$ cat config.mk
export PLATFORM = sky130hd
export DESIGN_NAME = pll_lock_sequencer
export DESIGN_NICKNAME = d
export VERILOG_FILES = /design/src/rtl/pll_lock_sequencer.sv
export SDC_FILE = /design/constraint.sdc
export NUM_CORES = 1
export LEC_CHECK = 0
export BUFFER_PORTS_ARGS = -buffer_cell sky130_fd_sc_hd__buf_2
export CAP_MARGIN = 20
export CELL_PAD_IN_SITES_DETAIL_PLACEMENT = 1
export CELL_PAD_IN_SITES_GLOBAL_PLACEMENT = 2
export CORE_MARGIN = 1.5
export CORE_UTILIZATION = 41
export DETAILED_ROUTE_END_ITERATION = 6
export GPL_ROUTABILITY_DRIVEN = 0
export PLACE_DENSITY = 0.88
export SYNTH_ARGS = -nofsm -noshare
export SYNTH_HDL_FRONTEND = slang
export SYNTH_SLANG_ARGS = --single-unit
$ cat constraint.sdc
create_clock -name clk_i -period 7.95 [get_ports clk_i]
set_clock_uncertainty 0.2 [all_clocks]
set_input_delay 1.1925 -clock clk_i [delete_from_list [all_inputs] [get_ports clk_i]]
set_output_delay 1.1925 -clock clk_i [all_outputs]
set_load 0.03 [all_outputs]
$ cat src/rtl/pll_lock_sequencer.sv
// PLL lock sequencer: pulses the PLL reset, qualifies the synchronized lock,
// then releases clock enables one at a time and finally the system reset.
module pll_lock_sequencer #(
  parameter int NUM_CLKS       = 2,
  parameter int PLL_RST_CYCLES = 16,
  parameter int LOCK_TIMEOUT   = 65536,
  parameter int STABLE_CYCLES  = 1024,
  parameter int ENABLE_GAP     = 8,
  parameter int RELEASE_DELAY  = 16,
  parameter int RETRY_W        = 4
) (
  input  logic                clk_i,
  input  logic                rst_ni,
  input  logic                pll_lock_i,
  output logic                pll_rst_o,
  output logic [NUM_CLKS-1:0] clk_en_o,
  output logic                sys_rst_no,
  output logic                locked_o,
  output logic [RETRY_W-1:0]  retry_cnt_o,
  output logic                lock_lost_o
);

  // state        | meaning
  // ST_RST_PLL   | PLL held in reset for PLL_RST_CYCLES
  // ST_WAIT_LOCK | waiting for lock, retry after LOCK_TIMEOUT
  // ST_STABLE    | lock must stay high for STABLE_CYCLES
  // ST_ENABLE    | raising clock enables ENABLE_GAP apart
  // ST_RELEASE   | RELEASE_DELAY before system reset release
  // ST_RUN       | locked, outputs held
  typedef enum logic [2:0] {
    ST_RST_PLL,
    ST_WAIT_LOCK,
    ST_STABLE,
    ST_ENABLE,
    ST_RELEASE,
    ST_RUN
  } state_t;

  localparam int MAX_A = (PLL_RST_CYCLES > LOCK_TIMEOUT) ? PLL_RST_CYCLES : LOCK_TIMEOUT;
  localparam int MAX_B = (STABLE_CYCLES > ENABLE_GAP) ? STABLE_CYCLES : ENABLE_GAP;
  localparam int MAX_C = (MAX_A > MAX_B) ? MAX_A : MAX_B;
  localparam int MAX_P = (MAX_C > RELEASE_DELAY) ? MAX_C : RELEASE_DELAY;
  localparam int CNT_W = $clog2(MAX_P + 1);
  localparam int IDX_W = (NUM_CLKS > 1) ? $clog2(NUM_CLKS) : 1;

  if (NUM_CLKS < 1 || PLL_RST_CYCLES < 1 || LOCK_TIMEOUT < 2 || STABLE_CYCLES < 1 ||
      ENABLE_GAP < 1 || RELEASE_DELAY < 1 || RETRY_W < 1) begin : g_param_check
    $error("pll_lock_sequencer: illegal parameter value");
  end

  state_t              r_state;
  logic [CNT_W-1:0]    r_cnt;
  logic [IDX_W-1:0]    r_idx;
  logic                r_lock_meta;
  logic                r_lock_s;
  logic                r_pll_rst;
  logic [NUM_CLKS-1:0] r_clk_en;
  logic                r_sys_rst_n;
  logic                r_locked;
  logic [RETRY_W-1:0]  r_retry;
  logic                r_lock_lost;
  logic                w_lock_lost;

  always_ff @(posedge clk_i or negedge rst_ni) begin
    if (!rst_ni) begin
      r_lock_meta <= 1'b0;
      r_lock_s    <= 1'b0;
    end else begin
      r_lock_meta <= pll_lock_i;
      r_lock_s    <= r_lock_meta;
    end
  end

  assign w_lock_lost = !r_lock_s &&
                       (r_state inside {ST_STABLE, ST_ENABLE, ST_RELEASE, ST_RUN});

  always_ff @(posedge clk_i or negedge rst_ni) begin
    if (!rst_ni) begin
      r_state     <= ST_RST_PLL;
      r_cnt       <= '0;
      r_idx       <= '0;
      r_pll_rst   <= 1'b1;
      r_clk_en    <= '0;
      r_sys_rst_n <= 1'b0;
      r_locked    <= 1'b0;
      r_retry     <= '0;
      r_lock_lost <= 1'b0;
    end else if (w_lock_lost) begin
      // enables drop now; PLL reset rises on the following edge
      r_clk_en    <= '0;
      r_sys_rst_n <= 1'b0;
      r_locked    <= 1'b0;
      r_lock_lost <= 1'b1;
      r_cnt       <= '0;
      r_state     <= ST_RST_PLL;
    end else begin
      case (r_state)
        ST_RST_PLL: begin
          r_clk_en    <= '0;
          r_sys_rst_n <= 1'b0;
          r_locked    <= 1'b0;
          if (!r_pll_rst) begin
            r_pll_rst <= 1'b1;
          end else if (r_cnt == CNT_W'(PLL_RST_CYCLES - 1)) begin
            r_pll_rst <= 1'b0;
            r_cnt     <= '0;
            r_state   <= ST_WAIT_LOCK;
          end else begin
            r_cnt <= r_cnt + 1'b1;
          end
        end
        ST_WAIT_LOCK: begin
          if (r_lock_s) begin
            r_cnt   <= '0;
            r_state <= ST_STABLE;
          end else if (r_cnt == CNT_W'(LOCK_TIMEOUT - 1)) begin
            r_cnt     <= '0;
            r_pll_rst <= 1'b1;
            r_state   <= ST_RST_PLL;
            if (r_retry != {RETRY_W{1'b1}}) r_retry <= r_retry + 1'b1;
          end else begin
            r_cnt <= r_cnt + 1'b1;
          end
        end
        ST_STABLE: begin
          if (r_cnt == CNT_W'(STABLE_CYCLES - 1)) begin
            r_cnt   <= '0;
            r_idx   <= '0;
            r_state <= ST_ENABLE;
          end else begin
            r_cnt <= r_cnt + 1'b1;
          end
        end
        ST_ENABLE: begin
          if (r_cnt == '0 || r_cnt == CNT_W'(ENABLE_GAP)) begin
            r_clk_en[r_idx] <= 1'b1;
            if (r_idx == IDX_W'(NUM_CLKS - 1)) begin
              r_cnt   <= '0;
              r_state <= ST_RELEASE;
            end else begin
              r_idx <= r_idx + 1'b1;
              r_cnt <= CNT_W'(1);
            end
          end else begin
            r_cnt <= r_cnt + 1'b1;
          end
        end
        ST_RELEASE: begin
          if (r_cnt == CNT_W'(RELEASE_DELAY - 1)) begin
            r_sys_rst_n <= 1'b1;
            r_locked    <= 1'b1;
            r_cnt       <= '0;
            r_state     <= ST_RUN;
          end else begin
            r_cnt <= r_cnt + 1'b1;
          end
        end
        ST_RUN: begin
          r_cnt <= '0;
        end
        default: begin
          r_cnt   <= '0;
          r_state <= ST_RST_PLL;
        end
      endcase
    end
  end

  assign pll_rst_o   = r_pll_rst;
  assign clk_en_o    = r_clk_en;
  assign sys_rst_no  = r_sys_rst_n;
  assign locked_o    = r_locked;
  assign retry_cnt_o = r_retry;
  assign lock_lost_o = r_lock_lost;

endmodule

==> results of run 1 <==
[final cells by class]
class	count	area share (%)
Clock buffer	6	3.80
Tap cell	54	3.11
Sequential cell	32	36.9
Inverter	9	1.56
Clock inverter	2	0.461
Timing Repair Buffer	13	3.11
Multi-Input combinational cell	164	51.0
[stage by stage]
step | hold slack [ns] | area, µm² | util (%) | cells | total power, mW
5_1_grt | 0.172 | 2170 | 46.3 | 280 | 0.610
4_1_cts | 0.153 | 2170 | 46.3 | 280 | 0.576
3_3_place_gp | 0.132 | 2080 | 44.3 | 272 | 0.434
6_report | 0.152 | 2170 | 46.3 | 280 | 0.568
3_5_place_dp | 0.137 | 2080 | 44.3 | 272 | 0.442
2_1_floorplan | 0.131 | 1990 | - | 215 | 0.395
[cell families after synthesis]
group | share of synthesized area (%)
AO/OA/AOI/OAI | 21.3
XOR/XNOR | 2.20
adder cells (fa/ha/maj) | 3.14
buffers and inverters | 4.21
flip-flops | 40.2
multiplexers | 2.07
AND/OR/NAND/NOR | 26.9
[registers in the layout (all words and copies together) (netlist names)]
| name | count |
|---|---|
| clk_en_o | 2 |
| lock_lost_o | 1 |
| locked_o | 1 |
| pll_rst_o | 1 |
| r_cnt | 17 |
| r_idx | 1 |
| r_lock_meta | 1 |
| r_lock_s | 1 |
| r_state | 3 |
| retry_cnt_o | 4 |
[path summary, 6_finish.rpt]
check / cells after the start / slack, ns / to
worst max-delay path: 12 / 4.85 / r_cnt[4]
worst min-delay path: 0 / 0.15 / r_lock_s
worst max register to register: 12 / 4.85 / r_cnt[4]
worst min register to register: 0 / 0.15 / r_lock_s
max in group asynchronous: 1 / 6.32 / r_cnt[12]
min in group asynchronous: 1 / 0.76 / locked_o
[metal layers]
metal / GRT usage (%) / vias to the layer above / wire, µm
met1: 26.5 / 780 / 2200
met2: 30.3 / 18 / 2100
met5: 0 / - / 0
met4: 6.29 / 0 / 46
li1: - / 797 / -
met3: 4.14 / 5 / 109
[cell usage in the layout (no fill, tap or decap), types with 3 or more instances in the layout]
| cell type | count |
|---|---|
| inv_1 | 9 |
| buf_2 | 12 |
| or2_2 | 3 |
| nor3_1 | 3 |
| clkbuf_8 | 6 |
| a21o_1 | 5 |
| nand2_1 | 25 |
| xor2_1 | 3 |
| dfrtp_1 | 31 |
| and3_1 | 6 |
| ha_1 | 5 |
| mux2i_1 | 3 |
| nand3_1 | 11 |
| a21oi_1 | 11 |
| a22o_1 | 6 |
| nand2b_1 | 4 |
| nand4_1 | 4 |
| nor2b_1 | 6 |
| o21ai_0 | 9 |
| o311ai_1 | 4 |
| o21ai_1 | 3 |
| nor2_1 | 18 |
[where the power goes]
group / total [mW] / internal, mW / switching, mW
Clock: 0.131 / 0.0690 / 0.0622
Sequential: 0.217 / 0.181 / 0.0361
Combinational: 0.219 / 0.0851 / 0.134
Total: 0.568 / 0.335 / 0.232
[critical path, stage by stage (launching register included)]
cell     delay, ns
dfrtp_1       0.39
ha_1          0.25
nand3_4       0.13
nor3_1        0.34
and3_1        0.23
nand3_1       0.10
inv_1         0.08
ha_1          0.16
inv_1         0.06
nand2_1       0.15
a41oi_2       0.41
a21o_1        0.31
a22o_1        0.17
==> impl_metrics.ini, run 1 <==
[sta]
finalCriticalPeriod_ns = 3.10
tightestPinTransition_ns = 0.730
setup_viol = 0
tns_ns = 0
finalHoldViolations = 0
setup_ws_ns = 4.85
post-route-period-util_pct = 39.0
rsz0062_at_grt = false
maxSlewHeadroom_pct = 51.3
slew_viol_final = 0
max_freq_mhz = 322

[clocking]
postCtsHoldBufs = 0
tritoncts = yes
clkTransAtPathRegs_ns = 0.07
cts-htree-levels = 2
cts.sinks = 32
clk_latency_ns = 0.29
numCtsBuffers = 5
clk_path_buf_depth = 2
cts_resized = 0
cts_setup_buffers = 0
cts_root_buf = clkbuf_8

[grt]
grt_pass1_wl_um = 7870
grt_pass1_vias = 1638
overflow = 0
antenna_found_initial = 0
grt_usage_pct = 19.3
grt_max_degree = 33

[placement]
place_ws_ns = 4.85
port_buffers = 12
place_hpwl_um = 3140

[logic_synthesis]
synthesis.yosys.warnings = 0
synth.area.top_cells = dfrtp_1, nand2_1, nor2_1, ha_1, a21oi_1
synth_commonest_cells = dfrtp_1, nand2_1, nor2_1
synth_top_area_share_pct = 38.9
syn_avg_cell_area_um2 = 9.27
yosysMostFrequentCell = dfrtp_1
synth-seq-cells = 32
synth-edff-count = 0
netlist_area_um2 = 1990
synth-seq-area-share_pct = 40.2
synth_top_cell_by_area = dfrtp_1
ys_types = 53
synth-async-reset-ratio_pct = 100
netlist_instances = 215
syn_nets = 223
synthFlopType = dfrtp_1

[critical_path]
critPathMaxFanout = 15
worstSetupEndpointType = register
criticalPathCategory = reg -> reg
worstReg2RegStart = r_cnt[0]
startpoint = r_cnt[0]
arrival_ns = 3.09
cp_data_required_time_ns = 7.93
crit_path_start_kind = register

[job]
maxCapViolCount = 0

[floorplanning]
dieArea_um2 = 5290
start_util_pct = 42.5
die_y_um = 72.7
num_io_pins = 13
die_x_um = 72.7
num_rows = 25
core_area_um2 = 4690

[layout]
seq_area_um2 = 802
drive_gt1_share_pct = 16.4
area_growth_pct = 8.91
nets = 233
nFillCells = 551
multi_input_area_um2 = 1110
diodes = 0

[detailed_routing]
drtIter0Drc = 52
postRouteWirelength_um = 4450
drcViolationCount = 0
via_count = 1600
via_per_inst = 5.71
wire_per_inst_um = 15.9
drtPass1Iterations = 4
ant_nets = 0

[pwr]
irDropWorstVdd_mv = 0.112
p_leak_nw = 0.977
p_per_area_nw_per_um2 = 261

[worst_hold_path]
min_path_type = reg -> reg
min_from = r_lock_meta

[run_status]
status = complete, no violations
(Power assumes the default switching activity.)
==> inputs of run 2 (changes only) <==
--- a/config.mk
+++ b/config.mk
@@ -10,10 +10,10 @@
 export CELL_PAD_IN_SITES_DETAIL_PLACEMENT = 1
 export CELL_PAD_IN_SITES_GLOBAL_PLACEMENT = 2
 export CORE_MARGIN = 1.5
-export CORE_UTILIZATION = 41
+export CORE_UTILIZATION = 38
 export DETAILED_ROUTE_END_ITERATION = 6
 export GPL_ROUTABILITY_DRIVEN = 0
-export PLACE_DENSITY = 0.88
+export PLACE_DENSITY = 0.83
 export SYNTH_ARGS = -nofsm -noshare
 export SYNTH_HDL_FRONTEND = slang
 export SYNTH_SLANG_ARGS = --single-unit
==> constraint.sdc (replaced) <==
create_clock -name clk_i -period 2.9 [get_ports clk_i]
set_clock_uncertainty 0.2 [all_clocks]
set_input_delay 0.435 -clock clk_i [delete_from_list [all_inputs] [get_ports clk_i]]
set_output_delay 0.435 -clock clk_i [all_outputs]
set_load 0.03 [all_outputs]
==> run 2 against run 1 <==
The run now ends with negative hold slack left. Largest cell class unchanged. Core utilization down 1.0 points. Largest power group unchanged. Routed wire length up 3.7%. Sequential cell count unchanged. Sequential share of layout area down 2.0 points. Critical endpoint is now r_cnt[6].
==> impl_metrics.ini, run 2 (synthesized netlist as in run 1, its figures left out) <==
[grt]
antenna_found_initial = 0
grt_usage_pct = 18.5
overflow = 0
grt_max_degree = 33
grt_pass1_vias = 1630
grt_pass1_wl_um = 7790

[floorplanning]
start_util_pct = 39.3
dieArea_um2 = 5690
core_area_um2 = 5070
die_x_um = 75.4
die_y_um = 75.4
num_io_pins = 13
num_rows = 26

[clocking]
postCtsHoldBufs = 0
cts_root_buf = clkbuf_8
clk_path_buf_depth = 2
cts-htree-levels = 2
clk_latency_ns = 0.29
cts.sinks = 32
tritoncts = yes
clkTransAtPathRegs_ns = 0.06
numCtsBuffers = 5

[sta]
finalCriticalPeriod_ns = 2.68
setup_viol = 0
rsz0062_at_grt = false
finalHoldViolations = 16
max_freq_mhz = 373
holdWs_ns = -0.00370
slew_viol_final = 0
tns_ns = 0
tightestPinTransition_ns = 0.709
maxSlewHeadroom_pct = 52.7
post-route-period-util_pct = 92.4

[layout]
area_growth_pct = 15.1
layout_commonest_cell = dfrtp_1
diodes = 0
nets = 245
nFillCells = 624
most-common-layout-cells = dfrtp_1, nand2_1, nor2_1, buf_4, buf_2
seq_area_um2 = 802
regMostFlops = r_cnt
multi_input_area_um2 = 1120
utilization_pct = 45.2
largest_reg_flops = 17
drive_gt1_share_pct = 20.2

[critical_path]
cp_data_required_time_ns = 2.91
criticalPathCategory = reg -> reg
worstSetupEndpointType = register
crit_path_start_kind = register
arrival_ns = 2.69
critPathMaxFanout = 12

[job]
maxCapViolCount = 0

[detailed_routing]
via_count = 1625
ant_nets = 0
drcViolationCount = 0
drtIter0Drc = 71
via_per_inst = 5.28
wire_per_inst_um = 15.0
drtPass1Iterations = 4
postRouteWirelength_um = 4620

[run_status]
violations = negative hold slack
status = complete, but fails checks

[pwr]
p_per_area_nw_per_um2 = 711
p_leak_nw = 1.03
irDropWorstVdd_mv = 0.351

[placement]
place_hpwl_um = 3430
port_buffers = 12

[worst_hold_path]
min_path_type = in -> async
==> run 2: cell count changes in the layout (fill, tap and decap cells not counted) <==
cell      delta
a41oi_2      -1
buf_4       +12
clkbuf_1     +2
nor3_1       -1
nor3_2       +1
a41oi_4      +1
clkinv_2     -2
==> run 2: stage by stage <==
step	setup slack, ns	total power, mW	cells	instance area, µm²	hold WS, ns
2_1_floorplan	0.320	1.08	215	1990	-0.0606
3_3_place_gp	0.178	1.26	300	2190	0.144
3_5_place_dp	0.0812	1.27	300	2190	0.156
4_1_cts	0.0692	1.64	308	2280	0.0286
5_1_grt	0.0626	1.76	308	2290	0.0393
6_report	0.220	1.63	308	2290	-0.00370
==> run 2: report_power, final <==
| group | total [mW] | internal, mW | switching [mW] |
|---|---|---|---|
| registers | 0.583 | 0.497 | 0.0862 |
| clock network | 0.355 | 0.193 | 0.161 |
| logic | 0.694 | 0.295 | 0.399 |
==> run 2: worst paths after layout <==
check / startpoint / to / slack [ns] / cells after the start
setup / recovery: r_cnt[0] / r_cnt[6] / 0.22 / 13
hold / removal: rst_ni / clk_en_o[1] / -0.004 / 1
setup reg to reg: r_cnt[0] / r_cnt[6] / 0.22 / 13
hold reg to reg: r_lock_meta / r_lock_s / 0.17 / 0
max in group asynchronous: rst_ni / r_cnt[11] / 2.04 / 1
min in group clk_i: pll_lock_i / r_lock_meta / 0.05 / 1
==> run 2: timing repair <==
item | CTS | global route
hold endpoints to repair | 0 | 0
endpoints found under the setup margin | 0 | 8
setup buffers | 0 | 0
resized for setup | 0 | 2
==> run 2: worst max-delay path: stages, from the launching register on <==
cell and delay, ns:
dfrtp_1 0.39, ha_1 0.25, nand3_4 0.10, nor3_2 0.05
and3_1 0.19, nand3_1 0.10, inv_1 0.05, ha_1 0.18
inv_1 0.08, nand2_1 0.15, a41oi_4 0.45, buf_4 0.21
nand2_1 0.05, mux2i_1 0.14
==> run 2: layout make-up <==
class / count / area share [%]
Clock buffer: 8 / 3.93
Sequential cell: 32 / 35.0
Multi-Input combinational cell: 164 / 49.0
Tap cell: 70 / 3.82
Timing Repair Buffer: 25 / 6.87
Inverter: 9 / 1.47
==> run 2: layer usage <==
layer | track usage, % | vias up | wire (µm)
li1 | - | 818 | -
met1 | 24.6 | 789 | 2360
met2 | 29.9 | 12 | 2090
met3 | 4.37 | 6 | 95
met4 | 5.95 | 0 | 70
met5 | 0 | - | 0
